$ cat config.mk
export PLATFORM = sky130hd
export DESIGN_NAME = ccs_reg_access
export DESIGN_NICKNAME = d
export VERILOG_FILES = /design/src/rtl/ccs_pkg.sv /design/src/rtl/ccs_timeout_counter.sv /design/src/rtl/ccs_reg_access.sv
export SDC_FILE = /design/constraint.sdc
export NUM_CORES = 1
export LEC_CHECK = 0
export CAP_MARGIN = 20
export CORE_UTILIZATION = 35
export CTS_BUF_LIST = sky130_fd_sc_hd__clkbuf_4
export DETAILED_ROUTE_END_ITERATION = 6
export GPL_TIMING_DRIVEN = 0
export SLEW_MARGIN = 15
export SYNTH_ARGS = -nofsm -noshare
export SYNTH_HDL_FRONTEND = slang
export SYNTH_HIERARCHICAL = 1
export SYNTH_SLANG_ARGS = --single-unit
$ cat constraint.sdc
create_clock -name clk_in -period 9.1 [get_ports clk_in]
set_input_delay 2.73 -clock clk_in [delete_from_list [all_inputs] [get_ports clk_in]]
set_output_delay 2.73 -clock clk_in [all_outputs]
set_load 0.1 [all_outputs]
$ cat src/rtl/ccs_pkg.sv
// ccs_pkg: shared state, response-code and command types for the CCS
// single-register access engine and the sensor sequencers that feed it.
package ccs_pkg;

    typedef enum logic [2:0] {
        CCS_IDLE    = 3'd0,
        CCS_ISSUE   = 3'd1,
        CCS_REG_LSB = 3'd2,
        CCS_DATA    = 3'd3,
        CCS_LAST    = 3'd4,
        CCS_RESP    = 3'd5
    } ccs_reg_state_t;

    localparam logic [1:0] CCS_OK       = 2'd0;
    localparam logic [1:0] CCS_NACK     = 2'd1;
    localparam logic [1:0] CCS_ADDR_ERR = 2'd2;
    localparam logic [1:0] CCS_TIMEOUT  = 2'd3;

    // 25-bit command word, laid out so sensor ROM tables can store it directly.
    typedef struct packed {
        logic        read;
        logic [15:0] regAddr;
        logic [7:0]  data;
    } ccs_cmd_t;

    // Builds the 8-bit bus address from the sensor address and the R/W bit.
    function automatic logic [7:0] ccsBusAddress(input logic [7:0] devAddr, input logic readBit);
        return {devAddr[7:1], readBit};
    endfunction

endpackage

$ cat src/rtl/ccs_timeout_counter.sv
// ccs_timeout_counter: counts cycles spent waiting on the i2c master and
// flags expiry when the count reaches TIMEOUT_CYCLES-1.
module ccs_timeout_counter #(
    parameter int TIMEOUT_CYCLES = 1000000
) (
    input  logic clk_in,
    input  logic reset,
    input  logic i_clear,
    input  logic i_enable,
    output logic o_expired
);

    localparam int W = (TIMEOUT_CYCLES > 1) ? $clog2(TIMEOUT_CYCLES) : 1;
    localparam logic [W-1:0] LIMIT = W'(TIMEOUT_CYCLES - 1);

    logic [W-1:0] r_count;

    // Count while enabled, holding at the limit; any clear restarts from zero.
    always_ff @(posedge clk_in) begin
        if (reset || i_clear) begin
            r_count <= '0;
        end else if (i_enable && (r_count != LIMIT)) begin
            r_count <= r_count + W'(1);
        end
    end

    assign o_expired = i_enable && (r_count == LIMIT);

endmodule

$ cat src/rtl/ccs_reg_access.sv
// ccs_reg_access: runs one 16-bit-address sensor register write or read on
// the shared i2c_master per command and returns one response.
// Optional NACK retry is compiled in with the macro CCS_REG_RETRY_EN.
module ccs_reg_access
    import ccs_pkg::*;
#(
    parameter logic [7:0] DEVICE_ADDRESS = 8'h6c,
    parameter int         TIMEOUT_CYCLES = 1000000,
    parameter int         MAX_RETRIES    = 3
) (
    input  logic        clk_in,
    input  logic        reset,
    input  logic        cmd_valid,
    output logic        cmd_ready,
    input  logic        cmd_read,
    input  logic [15:0] cmd_reg,
    input  logic [7:0]  cmd_data,
    output logic        rsp_valid,
    input  logic        rsp_ready,
    output logic [7:0]  rsp_data,
    output logic [1:0]  rsp_err,
    output logic        busy,
    output logic [7:0]  i2c_address,
    output logic        i2c_transfer_start,
    output logic        i2c_transfer_continues,
    output logic [7:0]  i2c_data_tx,
    input  logic        i2c_transfer_ready,
    input  logic        i2c_interrupt,
    input  logic        i2c_nack,
    input  logic        i2c_address_err,
    input  logic [7:0]  i2c_data_rx
);

    localparam logic [7:0] WR_ADDRESS = ccsBusAddress(DEVICE_ADDRESS, 1'b0);
    localparam logic [7:0] RD_ADDRESS = ccsBusAddress(DEVICE_ADDRESS, 1'b1);

    ccs_reg_state_t r_state, w_nextState;
    ccs_cmd_t       r_cmd, w_cmdNext;
    logic           r_start, w_startNext;
    logic           r_cont, w_contNext;
    logic [7:0]     r_addr, w_addrNext;
    logic [7:0]     r_dataTx, w_dataTxNext;
    logic [7:0]     r_rspData, w_rspDataNext;
    logic [1:0]     r_rspErr, w_rspErrNext;
    logic           w_timeoutExpired;
    logic           w_waitState;
    logic           w_stateChange;
    logic           w_busError;

`ifdef CCS_REG_RETRY_EN
    localparam int RETRY_W = (MAX_RETRIES > 0) ? $clog2(MAX_RETRIES + 1) : 1;
    localparam logic [RETRY_W-1:0] RETRY_LIMIT = RETRY_W'(MAX_RETRIES);
    logic [RETRY_W-1:0] r_retryCount, w_retryNext;
`else
    logic w_unusedRetries;
    assign w_unusedRetries = (MAX_RETRIES != 0);
`endif

    assign w_waitState   = (r_state == CCS_ISSUE) || (r_state == CCS_REG_LSB) ||
                           (r_state == CCS_DATA)  || (r_state == CCS_LAST);
    assign w_stateChange = (w_nextState != r_state);
    // A NACK only counts while writing; the master NACKs the last read byte itself.
    assign w_busError    = i2c_address_err || (i2c_nack && !r_addr[0]);

    ccs_timeout_counter #(
        .TIMEOUT_CYCLES(TIMEOUT_CYCLES)
    ) u_timeout (
        .clk_in   (clk_in),
        .reset    (reset),
        .i_clear  (w_stateChange),
        .i_enable (w_waitState),
        .o_expired(w_timeoutExpired)
    );

    // State register: reset returns straight to IDLE without a response.
    always_ff @(posedge clk_in) begin
        if (reset) begin
            r_state <= CCS_IDLE;
        end else begin
            r_state <= w_nextState;
        end
    end

    // Next-state and next bus/response values; interrupts beat timeout expiry.
    always_comb begin
        w_nextState   = r_state;
        w_cmdNext     = r_cmd;
        w_startNext   = r_start;
        w_contNext    = r_cont;
        w_addrNext    = r_addr;
        w_dataTxNext  = r_dataTx;
        w_rspDataNext = r_rspData;
        w_rspErrNext  = r_rspErr;
`ifdef CCS_REG_RETRY_EN
        w_retryNext   = r_retryCount;
`endif
        case (r_state)
            CCS_IDLE: begin
`ifdef CCS_REG_RETRY_EN
                w_retryNext = '0;
`endif
                if (cmd_valid) begin
                    w_cmdNext   = '{read: cmd_read, regAddr: cmd_reg, data: cmd_data};
                    w_nextState = CCS_ISSUE;
                end
            end
            CCS_ISSUE: begin
                if (i2c_transfer_ready) begin
                    w_startNext  = 1'b1;
                    w_contNext   = 1'b1;
                    w_addrNext   = WR_ADDRESS;
                    w_dataTxNext = r_cmd.regAddr[15:8];
                    w_nextState  = CCS_REG_LSB;
                end else if (w_timeoutExpired) begin
                    w_startNext   = 1'b0;
                    w_contNext    = 1'b0;
                    w_rspDataNext = 8'h00;
                    w_rspErrNext  = CCS_TIMEOUT;
                    w_nextState   = CCS_RESP;
                end
            end
            CCS_REG_LSB, CCS_DATA, CCS_LAST: begin
                if (i2c_interrupt) begin
                    if (w_busError) begin
                        w_startNext   = 1'b0;
                        w_contNext    = 1'b0;
                        w_rspDataNext = 8'h00;
                        w_rspErrNext  = i2c_address_err ? CCS_ADDR_ERR : CCS_NACK;
                        w_nextState   = CCS_RESP;
`ifdef CCS_REG_RETRY_EN
                        if (!i2c_address_err && (r_retryCount < RETRY_LIMIT)) begin
                            w_retryNext = r_retryCount + RETRY_W'(1);
                            w_nextState = CCS_ISSUE;
                        end
`endif
                    end else begin
                        case (r_state)
                            CCS_REG_LSB: begin
                                w_startNext  = 1'b0;
                                w_contNext   = !r_cmd.read;
                                w_dataTxNext = r_cmd.regAddr[7:0];
                                w_nextState  = CCS_DATA;
                            end
                            CCS_DATA: begin
                                w_startNext  = r_cmd.read;
                                w_contNext   = 1'b0;
                                w_dataTxNext = r_cmd.data;
                                if (r_cmd.read) begin
                                    w_addrNext = RD_ADDRESS;
                                end
                                w_nextState  = CCS_LAST;
                            end
                            default: begin
                                w_startNext   = 1'b0;
                                w_contNext    = 1'b0;
                                w_rspDataNext = r_cmd.read ? i2c_data_rx : 8'h00;
                                w_rspErrNext  = CCS_OK;
                                w_nextState   = CCS_RESP;
                            end
                        endcase
                    end
                end else if (w_timeoutExpired) begin
                    w_startNext   = 1'b0;
                    w_contNext    = 1'b0;
                    w_rspDataNext = 8'h00;
                    w_rspErrNext  = CCS_TIMEOUT;
                    w_nextState   = CCS_RESP;
                end
            end
            CCS_RESP: begin
                if (rsp_ready) begin
                    w_nextState = CCS_IDLE;
                end
            end
            default: begin
                w_nextState = CCS_IDLE;
            end
        endcase
    end

    // Handshake and status outputs decoded straight from the state.
    always_comb begin
        cmd_ready = (r_state == CCS_IDLE);
        busy      = (r_state != CCS_IDLE);
        rsp_valid = (r_state == CCS_RESP);
    end

    // Registered command, bus drive and response values.
    always_ff @(posedge clk_in) begin
        if (reset) begin
            r_cmd     <= '0;
            r_start   <= 1'b0;
            r_cont    <= 1'b0;
            r_addr    <= WR_ADDRESS;
            r_dataTx  <= 8'h00;
            r_rspData <= 8'h00;
            r_rspErr  <= CCS_OK;
        end else begin
            r_cmd     <= w_cmdNext;
            r_start   <= w_startNext;
            r_cont    <= w_contNext;
            r_addr    <= w_addrNext;
            r_dataTx  <= w_dataTxNext;
            r_rspData <= w_rspDataNext;
            r_rspErr  <= w_rspErrNext;
        end
    end

`ifdef CCS_REG_RETRY_EN
    // NACK retry counter, cleared whenever the engine is idle.
    always_ff @(posedge clk_in) begin
        if (reset) begin
            r_retryCount <= '0;
        end else begin
            r_retryCount <= w_retryNext;
        end
    end
`endif

    assign i2c_address            = r_addr;
    assign i2c_transfer_start     = r_start;
    assign i2c_transfer_continues = r_cont;
    assign i2c_data_tx            = r_dataTx;
    assign rsp_data               = r_rspData;
    assign rsp_err                = r_rspErr;

endmodule

After elaboration in Yosys (flattened, before gate mapping)

Index checks and enable logic that the tools add are counted.

Muxes and demuxes: 45
Reduce and logical (&&, ||, !) cells: 19
Equality and inequality tests: 16
Add/sub/neg operators: 1

Operator list:

| kind                                                | count |
|---|---|
| two-way mux 8 bit                                   | 14 |
| case mux 8 bit (2 select lines)                     | 4 |
| adder 20 x 1 -> 20 bit, second input constant       | 1 |
| equality test 20 bit, second input constant         | 1 |
| inequality test 20 bit, second input constant       | 1 |
| two-way mux 3 bit                                   | 6 |
| two-way mux 2 bit                                   | 6 |
| inequality test 2 bit, second input constant        | 6 |
| case mux 3 bit (4 select lines)                     | 1 |
| two-way mux 1 bit                                   | 10 |
| equality test 3 x 2 -> 1 bit, second input constant | 2 |
| equality test 3 bit, second input constant          | 2 |
| case mux 3 bit (2 select lines)                     | 1 |
| AND reduction 6 bit                                 | 1 |
| logical OR 1 bit                                    | 5 |
| AND reduction 5 bit                                 | 1 |
| inequality test 4 bit, second input constant        | 1 |
| case mux 1 bit (2 select lines)                     | 2 |
| case mux 2 bit (2 select lines)                     | 1 |
| equality test 3 x 1 -> 1 bit, second input constant | 1 |
| logical AND 1 bit                                   | 3 |
| logical NOT 3 bit                                   | 1 |
| inequality test 3 bit                               | 1 |
| inequality test 3 bit, second input constant        | 1 |
| other kinds (7)                                     | 8 |

Output and inout port bits: 31
Register bits: 76
Input bits: 41

Logic depth before layout (Yosys ltp)

Gate-level depths: netlist of the first run.

Depth after elaboration: 10
Depth in mapped cells: 13
Gate-level depth less buffers: 12

By module

Netlist of the first run, hierarchy kept.

By module, submodules not included:

| module              | seq. area each (µm²) | area an instance (µm²) | instances | cells an instance |
|---|---|---|---|---|
| ccs_reg_access      | 980.9                | 2332.2                 | 1         | 277 |
| ccs_timeout_counter | 400.4                | 1062.3                 | 1         | 126 |

Worst setup path after synthesis of the first run

OpenSTA, ideal clock, no wires.

Path type: reg-to-output
Start: register r_state[0]
End: output rsp_valid
Path slack: 3.488 ns
Arrival: 2.882 ns
Path buffers: 2
Stages on the path, launching flop included: 5
Cell sequence: dfxtp_1 > buf_2 > buf_2 > inv_1 > nor3_1

Word-level cells in the longest chain between the ends: 1

RTL lines:

| element                  | RTL line              | RTL |
|---|---|---|
| start: declaration       | ccs_reg_access.sv:37  | `ccs_reg_state_t r_state, w_nextState;` |
| start signal: assignment | ccs_reg_access.sv:80  | `r_state <= w_nextState;` |
| equality test 3 bit      | ccs_reg_access.sv:185 | `rsp_valid = (r_state == CCS_RESP);` |
| end: declaration         | ccs_reg_access.sv:18  | `output logic rsp_valid,` |

Every way passes these cells.

Final worst setup path of the first run

Same ends and word-level chain as after synthesis.

==> results of run 1 <==
-- power by group --
part | internal, mW | total [mW] | switching, mW
sequential | 0.316 | 0.327 | 0.0111
clock | 0.113 | 0.231 | 0.118
combinational | 0.0626 | 0.181 | 0.118
total | 0.491 | 0.738 | 0.247
-- state kept, by name, summed over array words and instances (netlist names) --
signal	cells
i2c_address	1
i2c_data_tx	8
rsp_data	8
r_state	3
r_cmd	25
rsp_err	2
u_timeout/r_count	20
i2c_transfer_start	1
i2c_transfer_continues	1
-- cell type report --
| type | count | area [sq um] |
|---|---|---|
| repair buffers | 64 | 641 |
| clock buffers | 9 | 67.6 |
| flip-flops and latches | 69 | 1380 |
| inverters | 6 | 22.5 |
| well taps | 129 | 161 |
| multi-input cells | 305 | 1840 |
| clock inverters | 7 | 96.3 |
| plain buffers | 28 | 171 |
| fillers | 962 | 4950 |
-- kinds of logic (layout without fill, tap and decap cells) --
logic type                 after synthesis  count (layout)
adders and majority gates                1               1
AOI/OAI and AO/OA                      111             111
muxes                                    3               3
other                                    2               7
and+or+nand+nor                        175             175
DFF                                     69              69
xor gates and xnor gates                 8               8
buffers and inverters                   34             114
-- worst max-delay path by stage --
stage                  start                    to  slack [ps]  cells past startpoint
2_1_floorplan     r_state[0]             rsp_valid        3490                      4
3_5_place_dp   i2c_interrupt  u_timeout/r_count[3]        3670                      9
5_1_grt           r_state[0]             rsp_valid        3400                      5
6_report          r_state[0]             rsp_valid        3540                      5
3_3_place_gp   i2c_interrupt  u_timeout/r_count[3]        3680                      9
4_1_cts           r_state[0]             rsp_valid        3550                      5
-- metal layers --
layer | wire (microns) | up-vias
li1 | - | 1616
met1 | 4100 | 1482
met2 | 3960 | 91
met3 | 455 | 18
met4 | 148 | 0
met5 | 0 | -
-- through the flow --
step	worst slack [ps]	instances
2_1_floorplan	3490	408
5_1_grt	3400	617
4_1_cts	3550	617
3_5_place_dp	3670	601
3_3_place_gp	3680	601
6_report	3540	617
-- placed cells by master (no fill, tap or decap), types with 3 or more instances in the layout --
cell type | synthesis | final
conb_1 | 2 | 7
or2_2 | 3 | 3
nand4_1 | 7 | 7
a22o_1 | 16 | 16
o21ai_0 | 9 | 9
nor3_1 | 14 | 14
inv_1 | 5 | 5
xnor2_1 | 5 | 5
nand2b_1 | 7 | 7
and4_1 | 3 | 3
o22ai_1 | 8 | 8
nand3_1 | 7 | 7
mux2i_1 | 3 | 3
and3_1 | 3 | 3
dfxtp_1 | 69 | 69
nor2_1 | 26 | 26
buf_6 | 3 | 3
a31oi_1 | 4 | 4
clkdlybuf4s50_1 | 0 | 64
nand2_1 | 72 | 72
clkbuf_1 | 9 | 9
a21oi_1 | 40 | 40
buf_2 | 5 | 5
buf_4 | 10 | 10
nor3_2 | 3 | 3
or3_1 | 8 | 8
clkbuf_4 | 0 | 9
a211oi_1 | 9 | 9
-- worst max-delay path, stage by stage, from the launching register on --
cell and delay (ps):
dfxtp_1 410, buf_2 240, buf_2 250, inv_1 110, nor3_1 230, clkdlybuf4s50_1 1180
==> impl_metrics.csv, run 1 <==
group,metric,value,unit
yosys,ys_warn_count,6,
yosys,yosysUniqueCellTypes,68,
yosys,post-synth-top-count-cell,"nand2_1",
cells_and_area,insertedDiodeCount,0,
timing,setup_viol,0,
power,powerDensity,169,mW/mm^2
yosys,synth_xor_area_frac,0.0262,
setup_path,reg2regPathDepth,13,
floorplan,die_x,100,microns
timing,final.setup.tns,0,ps
cells_and_area,synthToLayoutAreaGrowth,29.0,%
route,wire_per_inst,14.0,microns
route,vias_per_cell,5.20,
global_routing,grt_use_met2,0.289,
yosys,ys_ff_latch,69,
clocking,cts_tree,"built",
clocking,cts_setup_buffers,0,
floorplan,ios,72,
yosys,syn_area,0.00339,sq mm
setup_path,rrSetupSlack,5540,ps
clocking,clk_latency,420,ps
clocking,cts_resized,0,
clocking,ctsHoldBuffers,0,
cells_and_area,post-route-util,0.469,
route,dr.first_iter.drc_count,143,
clocking,cts_max_level,3,
yosys,synth_compound_area_frac,0.230,
floorplan,rows,35,
global_routing,grt.overflow.total,0,
clocking,numCtsBuffers,9,
cells_and_area,layout-drive-gt1-share,0.121,
floorplan,dieArea,0.0101,sq mm
yosys,synth.mux.area_fraction,0.00885,
clocking,cts_buffer_depth,2,
setup_path,worstPathArrival,2830,ps
setup_path,critPathMaxFanout,10,
global_routing,grt_pass1_wl,14500,microns
hold_path,hp-start,"r_cmd[1]",
route,ant_nets,0,
power,ir_drop,0.0721,mV
yosys,synth_top_family_by_area,"simple AND/OR/NAND/NOR gates",
yosys,yosys.area_share.simple,0.265,
timing,slew_viol_final,0,
yosys,synth_top_area_frac,0.407,
timing,fin_crit_sh,0.611,
timing,fin_worst_skew,19.9,ps
power,fin_total_pwr,0.738,mW
hold_path,hp-class,"flip-flop to flip-flop",
timing,fmax,0.180,GHz
yosys,synth_seq_area_share,0.407,
yosys,synth_largest_area_cell,"dfxtp_1",
floorplan,core,0.00933,sq mm
timing,hold_viol,0,
yosys,postSynthAreaPerCell,8.42,sq um
timing,rsz0062_at_grt,"no",
timing,maxSlewHeadroom,0.346,
hold_path,min_to,"r_cmd[1]",
clocking,clk_pin_slew,140,ps
setup_path,r2r-end,"u_timeout/r_count[3]",
global_routing,grt_pass1_vias,3044,
placed_design,dp_hpwl,6500,microns
yosys,synth_edf_count,0,
clocking,root_buffer,"clkbuf_4",
power,p_leak,1.57,nW
setup_path,regToRegStartpoint,"r_state[1]",
global_routing,grt_util_met3,0.0548,
route,routed_wirelength,8660,microns
global_routing,antenna_found_initial,0,
global_routing,use_met1,0.236,
cells_and_area,postLayoutCellArea,0.00438,sq mm
cells_and_area,nets,525,
yosys,synthAdderAreaFrac,0.00369,
run,drv_cap,0,
yosys,async_flop_share,0,
setup_path,timing.critical_path.to_type,"output pin",
placed_design,place.gp.congestion,0.879,
global_routing,grt.total_usage,0.182,
yosys,synth_cells,403,
route,remaining_drc_errors,0,
floorplan,die_h,100,microns
floorplan,start_util,0.364,
yosys,synth_area_leaders,"dfxtp_1, nand2_1, a21oi_1",
route,first_pass_iters,4,
setup_path,criticalPathCategory,"flip-flop to output pin",
setup_path,worstPathRequired,6370,ps
hold_path,hold_path_depth,2,
run_status,status,"finished, final reports clean",
setup_path,cp-start-kind,"flip-flop",
yosys,yosys-top-cells-count,"nand2_1, dfxtp_1, a21oi_1, nor2_1, a22o_1",
global_routing,top_usage_layer,"met2",
timing,min_period,5560,ps
placed_design,place_area,0.00422,sq mm
route,via_count,3207,
global_routing,grt_max_degree,14,
timing,hold_ws,468,ps
clocking,cts_sinks,69,
yosys,synth_ff_type,"dfxtp_1",
timing,worst_slew_pin_slew,978,ps
placed_design,io_buffer_count,64,
No activity file was read; power rests on OpenSTA's default activity.
==> run 2, diff against run 1 <==
==> constraint.sdc (replaced) <==
create_clock -name clk_in -period 5.8 [get_ports clk_in]
set_input_delay 1.74 -clock clk_in [delete_from_list [all_inputs] [get_ports clk_in]]
set_output_delay 1.74 -clock clk_in [all_outputs]
set_load 0.1 [all_outputs]
==> results of run 2 <==
Same layout as run 1 (identical final DEF). Status: finished, final reports clean.
Among the figures that moved: setup slack after placement 3670 ps -> 1360 ps; setup slack after layout 3540 ps -> 1230 ps; register-to-register setup slack 5540 ps -> 2240 ps; total power 0.738 mW -> 1.16 mW; worst IR drop on VDD 0.0721 mV -> 0.113 mV
